===== src/rtl/mac_lane_feeder_if.sv =====
// Command / operand / result handshakes between the operand-buffer side and mac_lane_feeder.
// master is the requester that issues commands and consumes results; slave is the feeder.
interface mac_lane_feeder_if #(
  parameter int W  = 20,
  parameter int CW = 10
) ();
  logic                  cmd_valid;
  logic                  cmd_ready;
  logic [CW-1:0]         cmd_chunks;

  logic                  op_valid;
  logic                  op_ready;
  logic [16*W-1:0]       op_i;
  logic [16*W-1:0]       op_w;

  logic                  res_valid;
  logic                  res_ready;
  logic signed [W-1:0]   res_data;

  modport master (
    output cmd_valid, cmd_chunks, op_valid, op_i, op_w, res_ready,
    input  cmd_ready, op_ready, res_valid, res_data
  );

  modport slave (
    input  cmd_valid, cmd_chunks, op_valid, op_i, op_w, res_ready,
    output cmd_ready, op_ready, res_valid, res_data
  );
endinterface


===== src/rtl/mac_lane_feeder.sv =====
// Sequencer for one mac_lane: clears the lane, streams 16-pair operand chunks into it,
// waits for the lane pipeline to drain and hands back the lane result on a valid/ready port.
module mac_lane_feeder #(
  parameter int IL        = 8,
  parameter int FL        = 12,
  parameter int CW        = 10,
  parameter int DRAIN_LAT = 8
) (
  input  logic                      clk,
  input  logic                      reset,
  mac_lane_feeder_if.slave          bus,
  output logic                      lane_clr,
  output logic [16*(IL+FL)-1:0]     lane_i,
  output logic [16*(IL+FL)-1:0]     lane_w,
  input  logic signed [IL+FL-1:0]   lane_f,
  output logic                      busy
);
  localparam int W  = IL + FL;
  localparam int DW = $clog2(DRAIN_LAT + 1);

  localparam logic [DW-1:0] DRAIN_INIT = DW'(DRAIN_LAT);
  localparam logic [DW-1:0] DRAIN_LAST = DW'(1);
  localparam logic [CW-1:0] REM_LAST   = CW'(1);

  localparam logic [2:0] IDLE  = 3'd0;
  localparam logic [2:0] CLEAR = 3'd1;
  localparam logic [2:0] FEED  = 3'd2;
  localparam logic [2:0] DRAIN = 3'd3;
  localparam logic [2:0] HOLD  = 3'd4;

  logic [2:0]    state;
  logic [2:0]    state_n;
  logic [CW-1:0] rem;
  logic [DW-1:0] dcnt;

  logic cmd_fire;
  logic op_fire;
  logic res_fire;
  logic drain_done;

  // Handshakes only occur in their own state because each ready is decoded from state.
  assign cmd_fire   = bus.cmd_valid & bus.cmd_ready;
  assign op_fire    = bus.op_valid  & bus.op_ready;
  assign res_fire   = bus.res_valid & bus.res_ready;
  assign drain_done = (state == DRAIN) && (dcnt == DRAIN_LAST);

  always_comb begin
    state_n = state;
    case (state)
      IDLE:    if (cmd_fire) state_n = CLEAR;
      CLEAR:   state_n = (rem != '0) ? FEED : DRAIN;
      FEED:    if (op_fire && (rem == REM_LAST)) state_n = DRAIN;
      DRAIN:   if (drain_done) state_n = HOLD;
      HOLD:    if (res_fire) state_n = IDLE;
      default: state_n = IDLE;
    endcase
  end

  // Control: every status output is registered from the next state so it lines up with state.
  always_ff @(posedge clk) begin
    if (reset) begin
      state         <= IDLE;
      rem           <= '0;
      dcnt          <= '0;
      bus.cmd_ready <= 1'b1;
      bus.op_ready  <= 1'b0;
      bus.res_valid <= 1'b0;
      lane_clr      <= 1'b0;
      busy          <= 1'b0;
    end else begin
      state         <= state_n;
      bus.cmd_ready <= (state_n == IDLE);
      bus.op_ready  <= (state_n == FEED);
      bus.res_valid <= (state_n == HOLD);
      lane_clr      <= (state_n == CLEAR);
      busy          <= (state_n != IDLE);

      if (cmd_fire)
        rem <= bus.cmd_chunks;
      else if (op_fire)
        rem <= rem - REM_LAST;

      // The first DRAIN cycle is the one in which the last chunk sits on lane_i/lane_w.
      if ((state_n == DRAIN) && (state != DRAIN))
        dcnt <= DRAIN_INIT;
      else if (state == DRAIN)
        dcnt <= dcnt - DRAIN_LAST;
    end
  end

  // Operand stage: a chunk is presented for exactly one cycle, zeros otherwise so the lane adds 0.
  always_ff @(posedge clk) begin
    if (reset) begin
      lane_i       <= '0;
      lane_w       <= '0;
      bus.res_data <= '0;
    end else begin
      lane_i <= op_fire ? bus.op_i : '0;
      lane_w <= op_fire ? bus.op_w : '0;
      if (drain_done)
        bus.res_data <= lane_f;
    end
  end
endmodule

===== src/flat_wrapper.sv =====
// flat-port wrapper written by rule: the top's interface ports become plain ports
module mac_lane_feeder_flat 
#(
  parameter int IL        = 8,
  parameter int FL        = 12,
  parameter int CW        = 10,
  parameter int DRAIN_LAT = 8
)
  (clk, reset, lane_clr, lane_i, lane_w, lane_f, busy, bus_cmd_valid, bus_cmd_chunks, bus_op_valid, bus_op_i, bus_op_w, bus_res_ready, bus_cmd_ready, bus_op_ready, bus_res_valid, bus_res_data);
  mac_lane_feeder_if #(.CW(CW)) bus_i ();
  input  logic clk;
  input  logic reset;
  output logic lane_clr;
  output logic [16*(IL+FL)-1:0] lane_i;
  output logic [16*(IL+FL)-1:0] lane_w;
  input  logic signed [IL+FL-1:0] lane_f;
  output logic busy;
  input wire logic [$bits(bus_i.cmd_valid)-1:0] bus_cmd_valid;
  input wire logic [$bits(bus_i.cmd_chunks)-1:0] bus_cmd_chunks;
  input wire logic [$bits(bus_i.op_valid)-1:0] bus_op_valid;
  input wire logic [$bits(bus_i.op_i)-1:0] bus_op_i;
  input wire logic [$bits(bus_i.op_w)-1:0] bus_op_w;
  input wire logic [$bits(bus_i.res_ready)-1:0] bus_res_ready;
  output wire logic [$bits(bus_i.cmd_ready)-1:0] bus_cmd_ready;
  output wire logic [$bits(bus_i.op_ready)-1:0] bus_op_ready;
  output wire logic [$bits(bus_i.res_valid)-1:0] bus_res_valid;
  output wire logic [$bits(bus_i.res_data)-1:0] bus_res_data;
  assign bus_i.cmd_valid = bus_cmd_valid;
  assign bus_i.cmd_chunks = bus_cmd_chunks;
  assign bus_i.op_valid = bus_op_valid;
  assign bus_i.op_i = bus_op_i;
  assign bus_i.op_w = bus_op_w;
  assign bus_i.res_ready = bus_res_ready;
  assign bus_cmd_ready = bus_i.cmd_ready;
  assign bus_op_ready = bus_i.op_ready;
  assign bus_res_valid = bus_i.res_valid;
  assign bus_res_data = bus_i.res_data;
  mac_lane_feeder #(.IL(IL), .FL(FL), .CW(CW), .DRAIN_LAT(DRAIN_LAT)) u_core (.clk(clk), .reset(reset), .bus(bus_i), .lane_clr(lane_clr), .lane_i(lane_i), .lane_w(lane_w), .lane_f(lane_f), .busy(busy));
endmodule

===== config.mk =====
export PLATFORM = sky130hd
export DESIGN_NAME = mac_lane_feeder_flat
export DESIGN_NICKNAME = d
export VERILOG_FILES = /design/src/rtl/mac_lane_feeder_if.sv /design/src/rtl/mac_lane_feeder.sv /design/src/flat_wrapper.sv
export SDC_FILE = /design/constraint.sdc
export NUM_CORES = 1
export LEC_CHECK = 0
export CAP_MARGIN = 20
export CORE_AREA = 2 2 523 525
export CTS_CLUSTER_DIAMETER = 100
export DETAILED_ROUTE_END_ITERATION = 7
export DIE_AREA = 0 0 525 527
export GPL_ROUTABILITY_DRIVEN = 1
export GPL_TIMING_DRIVEN = 0
export PLACE_DENSITY = 0.3
export SLEW_MARGIN = 20
export SYNTH_ARGS = -nofsm -noshare
export SYNTH_HDL_FRONTEND = slang
export SYNTH_SLANG_ARGS = --single-unit

===== constraint.sdc =====
create_clock -name clk -period 1.6 [get_ports clk]
set_input_delay 0.24 -clock clk [delete_from_list [all_inputs] [get_ports clk]]
set_output_delay 0.24 -clock clk [all_outputs]
set_load 0.03 [all_outputs]

# Yosys cells after proc, flatten, opt, wreduce, memory -nomap -nowiden
# Index checks and enable logic that the tools add are counted.
[word_totals] regBits=682
[classes] n_addsub=2 eq_ne=11 mux=10 bitwise_logic=4 reduce_logical=11
[op_table] cell="two-way mux 10 bit" n=2
[op_table] cell="one-hot mux 3 bit (5 select lines)" n=1
[op_table] cell="== test 3 x 2 -> 1 bit, second input constant" n=4
[op_table] cell="two-way mux 3 bit" n=4
[op_table] cell="== test 10 x 1 -> 1 bit, second input constant" n=1
[op_table] cell="nonzero test 10 bit" n=1
[op_table] cell="subtractor 10 x 1 -> 10 bit, second input constant" n=1
[op_table] cell="two-way mux 4 bit" n=2
[op_table] cell="== test 3 x 1 -> 1 bit, second input constant" n=2
[op_table] cell="== test 3 bit, second input constant" n=2
[op_table] cell="zero test 3 bit" n=2
[op_table] cell="== test 4 x 1 -> 1 bit, second input constant" n=1
[op_table] cell="nonzero test 2 bit" n=2
[op_table] cell="OR reduction 2 bit" n=2
[op_table] cell="subtractor 4 x 1 -> 4 bit, second input constant" n=1
[op_table] cell="AND 1 bit" n=3
[op_table] cell="logical AND 1 bit" n=3
[op_table] cell="inequality test 3 x 2 -> 1 bit, second input constant" n=1
[op_table] cell="nonzero test 3 bit" n=1
[op_table] cell="two-way mux 1 bit" n=1
[op_table] cell="NOT 1 bit" n=1

# Depth between registers and ports, before layout
# Gate-level depths: netlist of run 1.
[depth] ltp_word=7 depth_mapped=7 ltp_nobuf=6

# Least setup slack after synthesis of run 1
# No wires, ideal clock.
[synth_path] kind="flip-flop to flip-flop" startpoint="register u_core.bus.op_ready" endpoint="register u_core.lane_i[309]" setup_time_ns=0.060 arrival_time_ns=1.437 required_time_ns=1.540 setup_slack_ns=0.103 path_stages_with_launch=7 n_path_buf=4 period_less_slack_ns=1.497 path_cell_list="dfxtp_1 > and2_1 > buf_2 > buf_4 > buf_4 > clkbuf_1 > and3_1"
[synth_via] elab_chain_cells=3
[synth_lines] element="start: declaration" line="mac_lane_feeder_if.sv:27" rtl="output cmd_ready, op_ready, res_valid, res_data"
[synth_lines] element="start signal: assignment" line="mac_lane_feeder.sv:73" rtl="bus.op_ready <= (state_n == FEED);"
[synth_lines] element="AND 1 bit" line="mac_lane_feeder.sv:43" rtl="assign op_fire = bus.op_valid & bus.op_ready;"
[synth_lines] element="NOT 1 bit (no source line)"
[synth_lines] element="OR reduction 2 bit (no source line)"
[synth_lines] element="end signal: assignment" line="mac_lane_feeder.sv:98" rtl="lane_i <= op_fire ? bus.op_i : '0;"
[synth_lines] element="end: declaration" line="mac_lane_feeder.sv:13" rtl="output logic [16*(IL+FL)-1:0] lane_i,"
# Every way passes these cells.
# A chain may end at the register's enable or synchronous reset.

# Worst setup path after layout of run 1
[layout_path] startpoint="register u_core.bus.op_ready" endpoint="register u_core.lane_w[49]"
[layout_via] elab_chain_cells=3
[layout_lines] element="AND 1 bit" line="mac_lane_feeder.sv:43"
[layout_lines] element="NOT 1 bit (no source line)"
[layout_lines] element="OR reduction 2 bit (no source line)"
[layout_lines] element="end signal: assignment" line="mac_lane_feeder.sv:99" rtl="lane_w <= op_fire ? bus.op_w : '0;"
[layout_lines] element="end: declaration" line="mac_lane_feeder.sv:14" rtl="output logic [16*(IL+FL)-1:0] lane_w,"
# Every way passes these cells.

==> results of run 1 <==
==> what timing repair did <==
item / 4_1_cts / 5_1_grt
pin swaps: 3 / 6
setup endpoints to repair: 1329 / 945
hold endpoints to repair: 378 / 0
cloned: 7 / 15
hold buffers: 377 / 0
buffers inserted: 6 / 5
gates resized for setup: 4045 / 1570
==> metrics by stage <==
step / power [uW] / utilization / hold slack [ns]
2_1_floorplan: 19060 / - / 0.3760
3_3_place_gp: 22440 / 0.1363 / 0.4518
3_5_place_dp: 22440 / 0.1365 / 0.4485
4_1_cts: 47630 / 0.1595 / 0.0001109
5_1_grt: 48800 / 0.1729 / 0.01131
6_report: 46810 / 0.1731 / 0.06800
==> logic make-up after synthesis <==
kind of cell / count (synthesis) / share of synthesized area
DFF: 682 / 0.7128
xor gates and xnor gates: 11 / 0.005030
and+or+nand+nor: 724 / 0.2313
buffers and inverters: 158 / 0.03351
adders and majority gates: 5 / 0.003266
AOI/OAI and AO/OA: 49 / 0.01411
==> flip-flops by register name, summed over array words and instances, names as in the netlist <==
| register | flops |
|---|---|
| u_core.busy | 1 |
| u_core.state | 3 |
| u_core.bus.op_ready | 1 |
| u_core.rem | 10 |
| u_core.dcnt | 4 |
| u_core.lane_clr | 1 |
| u_core.bus.res_data | 20 |
| u_core.lane_i | 320 |
| u_core.bus.cmd_ready | 1 |
| u_core.bus.res_valid | 1 |
| u_core.lane_w | 320 |
==> worst paths after layout <==
path,endpoint,slack (ns),cells past startpoint
worst min register to register,u_core.bus.res_data[16],0.46,2
worst max-delay path,u_core.lane_w[49],-0.02,6
worst min-delay path,u_core.lane_i[211],0.07,2
worst max register to register,u_core.lane_w[49],-0.02,6
==> placed cells by master, fill, tap and decap left out, drive strengths merged, types with 4 or more instances in the layout <==
master	synthesis	final
clkdlybuf4s50	0	673
dlygate4sd3	0	377
o21ai	10	10
nand2	48	48
clkbuf	142	304
clkinv	0	23
inv	5	12
nand3	4	4
ha	5	5
xnor2	6	6
nor3	7	7
buf	11	678
nor2	7	7
bufinv	0	10
a21oi	31	31
dfxtp	682	682
clkinvlp	0	8
and2	5	5
diode	0	30
xor2	5	5
and3	641	641
==> power by group <==
group | switching [uW] | internal, uW
combinational | 2800 | 3210
sequential | 193 | 17300
clock | 9350 | 14000
==> layer usage <==
layer	routed length, um	vias to the layer above	share of wire	track usage
li1	-	9351	-	-
met1	75770	9992	0.36	0.1516
met2	99010	1303	0.48	0.2458
met3	27480	327	0.13	0.08336
met4	5270	38	0.025	0.03048
met5	249	-	0.0012	0
==> critical path, stage by stage, from the launching register on <==
cell and delay (ns):
dfxtp_2 0.35, and2_4 0.26, buf_16 0.17, buf_12 0.15
buf_16 0.16, clkbuf_16 0.17, and3_4 0.23
==> area by class of cell <==
cell class                 count  area (sq um)  area share
timing repair buffer        1749         18090      0.3846
sequential                   682         14090      0.2997
multi-input combinational    789          5642      0.1200
tap                         3589          4491     0.09549
clock buffer                 133          2839     0.06037
buffer                       151          1206     0.02565
clock inverter                48         561.8     0.01195
antenna                       30         75.07    0.001596
inverter                       5         32.53   0.0006917
==> summary.md, run 1 <==
| Metric | Value |
|---|---|
| Min-delay src | bus_op_i[211] |
| DR vias | roughly 21000 |
| Clock buffer depth | 4 |
| Die Ht | 527 um |
| I/O pin total | around 1300 |
| Max-slew headroom | 0.4891 |
| Syn Area/Cell | 11.76 sq um |
| Max Cap Viol | 0 |
| Pin count of the biggest net entering global routing | 15 |
| Netlist Area Pre-Place | 0.01915 sq mm |
| CP Data Arrival Time | 2.34 ns |
| CTS root buf | clkbuf_16 |
| Setup WS pre-CTS | -1.886 ns |
| Max Slew Vio Count | 0 |
| Critical Path Source Type | flop |
| CP max FO | 6 |
| Starting Density | 0.07049 |
| Endpoints failing hold | 0 |
| VDD IR-drop max | 0.0007230 V |
| Cell area after layout | 0.04703 sq mm |
| DRT iter0 DRCs | 922 |
| CP startpoint | u_core.bus.op_ready |
| H-tree depth | 3 |
| Placed cells | about 6600 |
| RSZ-0062 raised after global routing | yes |
| Share of the synthesized area in the top cell type | 0.7128 |
| Critical R2R Launch | u_core.bus.op_ready |
| Final worst path period share | 1.013 |
| Cells after Synth | 1629 |
| Total GRT Usage | 0.1436 |
| EDFF count, synth | 0 |
| Clock Pin Slew Worst Setup and Hold Paths | 0.07 ns |
| PortBufs | 1338 |
| Area Overhead vs Synth | 145.5% |
| Most frequent cell after synthesis | dfxtp_1 |
| Top post-synthesis cells by count | dfxtp_1 (682), and3_1 (641), clkbuf_1 (122) |
| Primary FF master, synth | dfxtp_1 |
| Number of synthesized register bits | 682 |
| Fin worst setup slack | -0.02156 ns |
| Critical path type | reg -> reg |
| Status | finished, violations left |
| Async S/R FF share, synth | 0 |
| Setup crit end kind | flop |
| CP required | 2.31 ns |
| Fill cell count | 30280 |
| Cell Area, Placed | 0.03709 sq mm |
| Core area | 0.2717 sq mm |
| CTS Buf Count | 100 |
| WL/cell | 28.96 um |
| RePlAce Congestion | about 0.91 |
| Register area share after synthesis | 0.7128 |
| Dominant cells by area after synthesis | dfxtp_1 (71%), and3_1 (21%), clkbuf_1 (2.4%) |
| Leak | 0.02031 uW |
| FP Rows | 192 |
| Clock Latency Late Sink | between 0.8 and 0.9 ns |
| Synthesis Warnings | 0 |
| CTS Sinks | 682 |
| DRT Pass-1 Iters | 5 |
| Setup TNS | -0.03526 ns |
| Wirelength, routed | 207800 um |
| Nets | roughly 4200 |
| Overflow after GRT | 0 |
| HP Class | in -> reg |
| First-pass GRT wire length | between 200000 and 300000 um |
| Synth cell types | 37 |
| Final-report setup violation count | 4 |
| Vias/cell | between 2 and 3 |
| Hpwl dp | 176800 um |
| Final min period | 1.622 ns |
| Synth area leader | dfxtp_1 |
| Net Count, Synth | around 2300 |
| Worst-Margin Slew | ~0.77 ns |
| DRC errors left | 0 |
| CTS tree | yes |
| Non-Filler Instances | 7176 |
| Width of the die | around 530 um |
| Vias in the first global route | 21970 |
| Clock skew after layout | 0.02883 ns |
| Fraction of layout cells with a size suffix above 1 | 0.4009 |
| Antenna-violating nets left | 0 |
| Failing checks | negative setup slack |
| Antenna violations before repair | between 100 and 150 |
| Full die area | 0.2767 sq mm |
| Power Dens Cells | 995.4 mW/mm^2 |
| Fmax | 616.7 MHz |
(Power assumes the default switching activity.)
==> run 2, diff against run 1 <==
SLEW_MARGIN = 30   (was 20)
==> run 2 against run 1 <==
Against the previous run: the run still ends with negative setup slack left; first-iteration DRC count decreased by 6.9%; sequential power about the same; clock power about the same; design area up 0.63%; global-route usage rose by 0.060 points; clock skew is 0.018 ns higher; wire length is 0.32% higher.
==> summary.md, run 2 (synthesized netlist as in run 1, its figures left out) <==
| Metric | Value |
|---|---|
| Status | finished, violations left (unchanged) |
| Failing checks | negative setup slack (unchanged) |
| CP max stage cell | dfxtp_2 (unchanged) |
| VDD IR-drop max | 0.0008781 V (was 0.0007230 V) |
| CTS Buf Count | 102 (was 100) |
| Worst hold endpoint | u_core.state[1] (was u_core.lane_i[211]) |
| Most used cell, CP | buf_16 (unchanged) |
| CTS tree | yes (unchanged) |
| Setup TNS | -0.1989 ns (was -0.03526 ns) |
| CTS Sinks | 682 (unchanged) |
| Full die area | 0.2767 sq mm (unchanged) |
| Final worst path period share | 1.031 (was 1.013) |
| Critical Path Source Type | flop (unchanged) |
| Top flop regs | u_core.lane_i: 320 flops, u_core.lane_w: 320 flops, u_core.bus.res_data: 20 flops (unchanged) |
| Crit path cell chain | and2_4, buf_12, buf_16, buf_16, buf_16, clkbuf_16, and3_2 (was and2_4, buf_16, buf_12, buf_16, clkbuf_16, and3_4) |
| Reg2Reg Setup Slack | -0.05 ns (was -0.02 ns) |
| Starting Density | 0.07049 (unchanged) |
| Total GRT Usage | 0.1442 (was 0.1436) |
| Most frequent cells in the layout | clkdlybuf4s50_1 (673), and3_1 (500), dlygate4sd3_1 (396), dfxtp_2 (350), buf_6 (329) (was clkdlybuf4s50_1 (673), and3_1 (489), dlygate4sd3_1 (377), dfxtp_1 (374), buf_6 (308)) |
| Antenna violations before repair | 127 (was 130) |
| I/O pin total | 1340 (unchanged) |
| H-tree depth | 3 (unchanged) |
| Setup crit end kind | flop (unchanged) |
| Critical R2R Launch | u_core.bus.op_ready (unchanged) |
| Core area | 0.2717 sq mm (unchanged) |
| Final-report setup violation count | 9 (was 4) |
| Area Overhead vs Synth | 147.1% (was 145.5%) |
| Cell count of the worst hold path | 2 (unchanged) |
| Max-slew headroom | 0.4639 (was 0.4891) |
| Nets | 4176 (was 4158) |
| Fraction of layout cells with a size suffix above 1 | 0.4176 (was 0.4009) |
| WL/cell | 28.99 um (was 28.96 um) |
| CP required | 2.27 ns (was 2.31 ns) |
| RSZ-0062 raised after global routing | yes (unchanged) |
| Wirelength, routed | 208500 um (was 207800 um) |
| PortBufs | 1338 (unchanged) |
| Min-delay src | reset (was bus_op_i[211]) |
| Width of the die | 525 um (unchanged) |
| Clock Pin Slew Worst Setup and Hold Paths | 0.06 ns (was 0.07 ns) |
| Overflow after GRT | 0 (unchanged) |
| Vias/cell | 2.921 (was 2.928) |
| Fmax | 606.3 MHz (was 616.7 MHz) |
| Non-Filler Instances | 7190 (was 7176) |
| Vias in the first global route | 21990 (was 21970) |
| Reg-to-Reg End | u_core.lane_w[56] (was u_core.lane_w[49]) |
| CTS root buf | clkbuf_16 (unchanged) |
| WP buf/inv | 5 (was 4) |
| Hpwl dp | 177000 um (was 176800 um) |
| Worst path top cell family by delay | buffers and inverters (unchanged) |
| RePlAce Congestion | 0.9115 (unchanged) |
| Fin util | 0.1742 (was 0.1731) |
| Leading cell type in the layout, fill and taps excluded | clkdlybuf4s50_1 (unchanged) |
| CP Data Arrival Time | 2.32 ns (was 2.34 ns) |
| First-pass GRT wire length | 255100 um (was 254400 um) |
| Max Cap Viol | 0 (unchanged) |
| DRC errors left | 0 (unchanged) |
| Pin count of the biggest net entering global routing | 17 (was 15) |
| Power Dens Cells | 993.8 mW/mm^2 (was 995.4 mW/mm^2) |
| FP Rows | 192 (unchanged) |
| DRT Pass-1 Iters | 5 (unchanged) |
| R2R depth | 7 (was 6) |
| Slowest Stage Delay on Critical Path | 0.32 ns (was 0.35 ns) |
| Clock Latency Late Sink | 0.84 ns (was 0.81 ns) |
| Max Slew Vio Count | 0 (unchanged) |
| Worst-Margin Slew | 0.8041 ns (was 0.7663 ns) |
| Critical path type | reg -> reg (unchanged) |
| Endpoints failing hold | 0 (unchanged) |
| Clock buffer depth | 4 (unchanged) |
| Leak | 0.02048 uW (was 0.02031 uW) |
| Fin worst setup slack | -0.04924 ns (was -0.02156 ns) |
| Die Ht | 527 um (unchanged) |
| Antenna-violating nets left | 0 (unchanged) |
| Clock skew after layout | 0.04643 ns (was 0.02883 ns) |
| Placed cells | 6559 (was 6558) |
| CP max FO | 5 (was 6) |
| Final min period | 1.649 ns (was 1.622 ns) |
| DR vias | 21000 (was 21010) |
| DRT iter0 DRCs | 858 (was 922) |
| HP Class | in -> reg (unchanged) |
run 2: changes by cell type in the layout (fill, tap and decap cells not counted), sizes merged:
cell	before	now
inv	12	10
clkinv	23	22
diode	30	28
clkbuf	304	317
bufinv	10	8
dlygate4sd3	377	396
buf	678	670
clkinvlp	8	5
run 2: area by class of cell:
type / count / area, sq um
diodes: 28 / 70.07
fillers: 30250 / 224400
well taps: 3589 / 4491
clock inverters: 40 / 503.0
plain buffers: 152 / 1117
repair buffers: 1764 / 18360
multi-input cells: 789 / 5628
flip-flops and latches: 682 / 14180
inverters: 5 / 23.77
clock buffers: 141 / 2950
run 2: metal layers:
layer  wire, um  vias to the layer above  track usage
met5        187                        -            0
met4       5795                       30      0.03114
met3      27530                      327      0.08154
met2      99400                     1285       0.2474
met1      75540                     9981       0.1529
li1           -                     9380            -
run 2: worst max path at each step:
stage	from	cells past startpoint	slack, ns	endpoint
after floorplan	u_core.bus.op_ready	6	0.10	u_core.lane_i[309]
after global placement	reset	5	-2.56	u_core.lane_i[104]
after detailed placement	reset	5	-1.54	u_core.lane_w[243]
after CTS	u_core.lane_w[82]	1	-0.18	lane_w[82]
after global routing	u_core.bus.op_ready	7	-0.09	u_core.lane_w[56]
final	u_core.bus.op_ready	7	-0.05	u_core.lane_w[56]
run 2: what timing repair did:
| item | CTS | global route |
|---|---|---|
| endpoints found under the hold margin | 394 | 2 |
| pin swaps | 2 | 24 |
| endpoints found under the setup margin | 1329 | 1006 |
| gates resized for setup | 3421 | 2364 |
| setup buffers | 7 | 3 |
| gates cloned | 8 | 9 |
| hold buffers | 394 | 2 |
run 2: report_power, final:
group / switching (uW) / internal, uW / total, uW
combinational: 2820 / 3220 / 6030
clock: 9320 / 14200 / 23500
sequential: 195 / 17300 / 17500
run 2: worst register-to-register path: stages (launching register included):
cell	delay, ns
dfxtp_2	0.32
and2_4	0.14
buf_12	0.14
buf_16	0.16
buf_16	0.16
buf_16	0.20
clkbuf_16	0.17
and3_2	0.24
run 2: metrics by stage:
| step | setup WS, ns | area, sq um | total power, uW | hold slack (ns) |
|---|---|---|---|---|
| CTS | -0.1751 | 44710 | 47900 | 0.00001160 |
| global route | -0.08753 | 47260 | 48920 | 0.01393 |
| floorplan | 0.1028 | 19150 | 19060 | 0.3760 |
| global placement | -2.555 | 37040 | 22440 | 0.4518 |
| finish | -0.04924 | 47320 | 47030 | 0.01214 |
| detailed placement | -1.538 | 37110 | 22450 | 0.4484 |
==> run 3, diff against run 2 <==
SLEW_MARGIN = 25   (was 30)
==> run 3 against run 2 <==
Against the previous run: the run ends with negative hold slack, negative setup slack left; combinational power down 3%; fmax up 2.8%; via count is 0.61% lower; core utilization down 0.18 points; critical endpoint is now lane_w[142]; largest power group unchanged.
==> summary.md, run 3 (synthesized netlist as in run 1, its figures left out) <==
| Metric | Value |
|---|---|
| CTS Buf Count | 101 (was 102) |
| Critical Path Sink | lane_w[142] (was u_core.lane_w[56]) |
| Final-report setup violation count | 1 (was 9) |
| Pin count of the biggest net entering global routing | 16 (was 17) |
| Final worst path period share | 1.002 (was 1.031) |
| Hold slack | -0.02259 ns (was 0.01214 ns) |
| DRT Pass-1 Iters | 4 (was 5) |
| Fmax | 623.6 MHz (was 606.3 MHz) |
| Nets | 4162 (was 4176) |
| R2R depth | 6 (was 7) |
| Setup crit end kind | output port (was flop) |
| Non-Filler Instances | 7178 (was 7190) |
| DRT iter0 DRCs | 887 (was 858) |
| Fill cell count | 30220 (was 30250) |
| Starting Density | 0.07049 (unchanged) |
| Final min period | 1.604 ns (was 1.649 ns) |
| Worst path top cell family by delay | flip-flops (was buffers and inverters) |
| Total GRT Usage | 0.1431 (was 0.1442) |
| Critical path type | reg -> out (was reg -> reg) |
| Failing checks | negative hold slack, negative setup slack (was negative setup slack) |
| Die Ht | 527 um (unchanged) |
| Critical R2R Launch | u_core.bus.op_ready (unchanged) |
| Worst-Margin Slew | 0.8482 ns (was 0.8041 ns) |
| Fin worst setup slack | -0.003687 ns (was -0.04924 ns) |
| Area Overhead vs Synth | 144.5% (was 147.1%) |
| Min-delay src | reset (unchanged) |
| DRC errors left | 0 (unchanged) |
| Core area | 0.2717 sq mm (unchanged) |
| Cell Area, Placed | 0.03711 sq mm (about the same) |
| Clock Pin Slew Worst Setup and Hold Paths | 0.05 ns (was 0.06 ns) |
| CP startpoint | u_core.lane_w[142] (was u_core.bus.op_ready) |
| CP max stage cell | dfxtp_4 (was dfxtp_2) |
| Power Dens Cells | 1002 mW/mm^2 (was 993.8 mW/mm^2) |
| WP buf/inv | 1 (was 5) |
| WL/cell | 28.67 um (was 28.99 um) |
| Clock buffer depth | 4 (unchanged) |
| RePlAce Congestion | 0.9115 (unchanged) |
| Crit path cell chain | buf_6 (was and2_4, buf_12, buf_16, buf_16, buf_16, clkbuf_16, and3_2) |
| Cell area after layout | 0.04683 sq mm (was 0.04732 sq mm) |
| Antenna violations before repair | 123 (was 127) |
| Leak | 0.02043 uW (was 0.02048 uW) |
| Wirelength, routed | 205800 um (was 208500 um) |
| CP Depth | 1 (was 7) |
| Endpoints failing hold | 1 (was 0) |
| H-tree depth | 3 (unchanged) |
| Max Cap Viol | 0 (unchanged) |
| Width of the die | 525 um (unchanged) |
| Max-slew headroom | 0.4345 (was 0.4639) |
| Vias in the first global route | 21920 (was 21990) |
| Slowest Stage Delay on Critical Path | 0.41 ns (was 0.32 ns) |
| CP Data Arrival Time | 1.36 ns (was 2.32 ns) |
| Reg-to-Reg End | u_core.lane_w[271] (was u_core.lane_w[56]) |
| CTS root buf | clkbuf_16 (unchanged) |
| Leading cell type in the layout, fill and taps excluded | clkdlybuf4s50_1 (unchanged) |
| Fraction of layout cells with a size suffix above 1 | 0.4008 (was 0.4176) |
| Max Slew Vio Count | 0 (unchanged) |
| VDD IR-drop max | 0.0008003 V (was 0.0008781 V) |
| DR vias | 20880 (was 21000) |
| I/O pin total | 1340 (unchanged) |
| Critical Path Source Type | flop (unchanged) |
| Antenna-violating nets left | 0 (unchanged) |
| CP max FO | 1 (was 5) |
| Most frequent cells in the layout | clkdlybuf4s50_1 (673), and3_1 (537), dlygate4sd3_1 (394), dfxtp_2 (337), buf_6 (333) (was clkdlybuf4s50_1 (673), and3_1 (500), dlygate4sd3_1 (396), dfxtp_2 (350), buf_6 (329)) |
| Clock Latency Late Sink | 0.83 ns (was 0.84 ns) |
| First-pass GRT wire length | 253400 um (was 255100 um) |
| FP Rows | 192 (unchanged) |
| Hpwl dp | 176900 um (was 177000 um) |
| PortBufs | 1338 (unchanged) |
| Clock skew after layout | 0.04459 ns (was 0.04643 ns) |
| RSZ-0062 raised after global routing | yes (unchanged) |
| CTS Sinks | 682 (unchanged) |
| Overflow after GRT | 0 (unchanged) |
| HP Class | in -> reg (unchanged) |
| Status | finished, violations left (unchanged) |
| CP required | 1.36 ns (was 2.27 ns) |
| Reg2Reg Setup Slack | 0.02 ns (was -0.05 ns) |
| Top flop regs | u_core.lane_i: 320 flops, u_core.lane_w: 320 flops, u_core.bus.res_data: 20 flops (unchanged) |
| Vias/cell | 2.908 (was 2.921) |
| Placed cells | 6559 (unchanged) |
| Full die area | 0.2767 sq mm (unchanged) |
| CTS tree | yes (unchanged) |
[run 3: changes by cell type in the layout (fill, tap and decap cells not counted), moves of 9 or more]
cell | previous run | this run
buf_8 | 63 | 49
and3_2 | 13 | 24
buf_2 | 59 | 50
buf_12 | 56 | 69
clkbuf_4 | 58 | 44
buf_4 | 153 | 170
clkbuf_16 | 117 | 108
dfxtp_2 | 350 | 337
and3_1 | 500 | 537
and3_4 | 128 | 80
dfxtp_1 | 308 | 322
[run 3: final cells by class]
| cell class | count | area, sq um | area share |
|---|---|---|---|
| well taps | 3589 | 4491 | 0.09589 |
| repair buffers | 1752 | 18210 | 0.3889 |
| clock buffers | 141 | 2869 | 0.06126 |
| diodes | 29 | 72.57 | 0.001550 |
| plain buffers | 151 | 1025 | 0.02188 |
| inverters | 5 | 23.77 | 0.0005076 |
| clock inverters | 40 | 564.3 | 0.01205 |
| multi-input cells | 789 | 5413 | 0.1156 |
| flip-flops and latches | 682 | 14160 | 0.3024 |
[run 3: stage by stage]
step                setup WS (ns)  power, uW    util    TNS, ns
floorplan                  0.1028      19060       -          0
global placement           -2.555      22440  0.1363    -896.48
detailed placement         -1.559      22440  0.1366    -642.34
CTS                       -0.1139      47870  0.1615     -41.05
global route             -0.08700      48850  0.1722     -6.133
finish                  -0.003687      46900  0.1724  -0.003687
[run 3: timing repair]
action	in CTS	in global routing
pin swaps	0	18
hold buffers	393	1
setup endpoints to repair	1328	935
buffers inserted	7	4
gates resized for setup	4228	1416
hold endpoints to repair	393	1
gates cloned	3	4
[run 3: routing by layer]
layer / track usage / wire, um
met1: 0.1503 / 75100
met2: 0.2446 / 97700
met3: 0.08274 / 27020
met4: 0.03324 / 5778
met5: 0 / 181
[run 3: worst min-delay path by stage]
stage,end,slack (ns),cells after the start
2_1_floorplan,u_core.bus.res_data[10],0.38,2
3_5_place_dp,u_core.bus.res_data[16],0.45,2
3_3_place_gp,u_core.bus.res_data[4],0.45,2
5_1_grt,u_core.bus.res_data[5],0.007,3
6_report,u_core.dcnt[1],-0.02,2
4_1_cts,u_core.lane_i[255],0.0005,2
[run 3: report_power, final]
part	switching, uW	total (uW)	internal [uW]	leakage [uW]
Combinational	2750	5860	3110	0.0131
Sequential	198	17500	17300	0.00569
Clock	9230	23500	14300	0.00169
Total	12200	46900	34700	0.0204
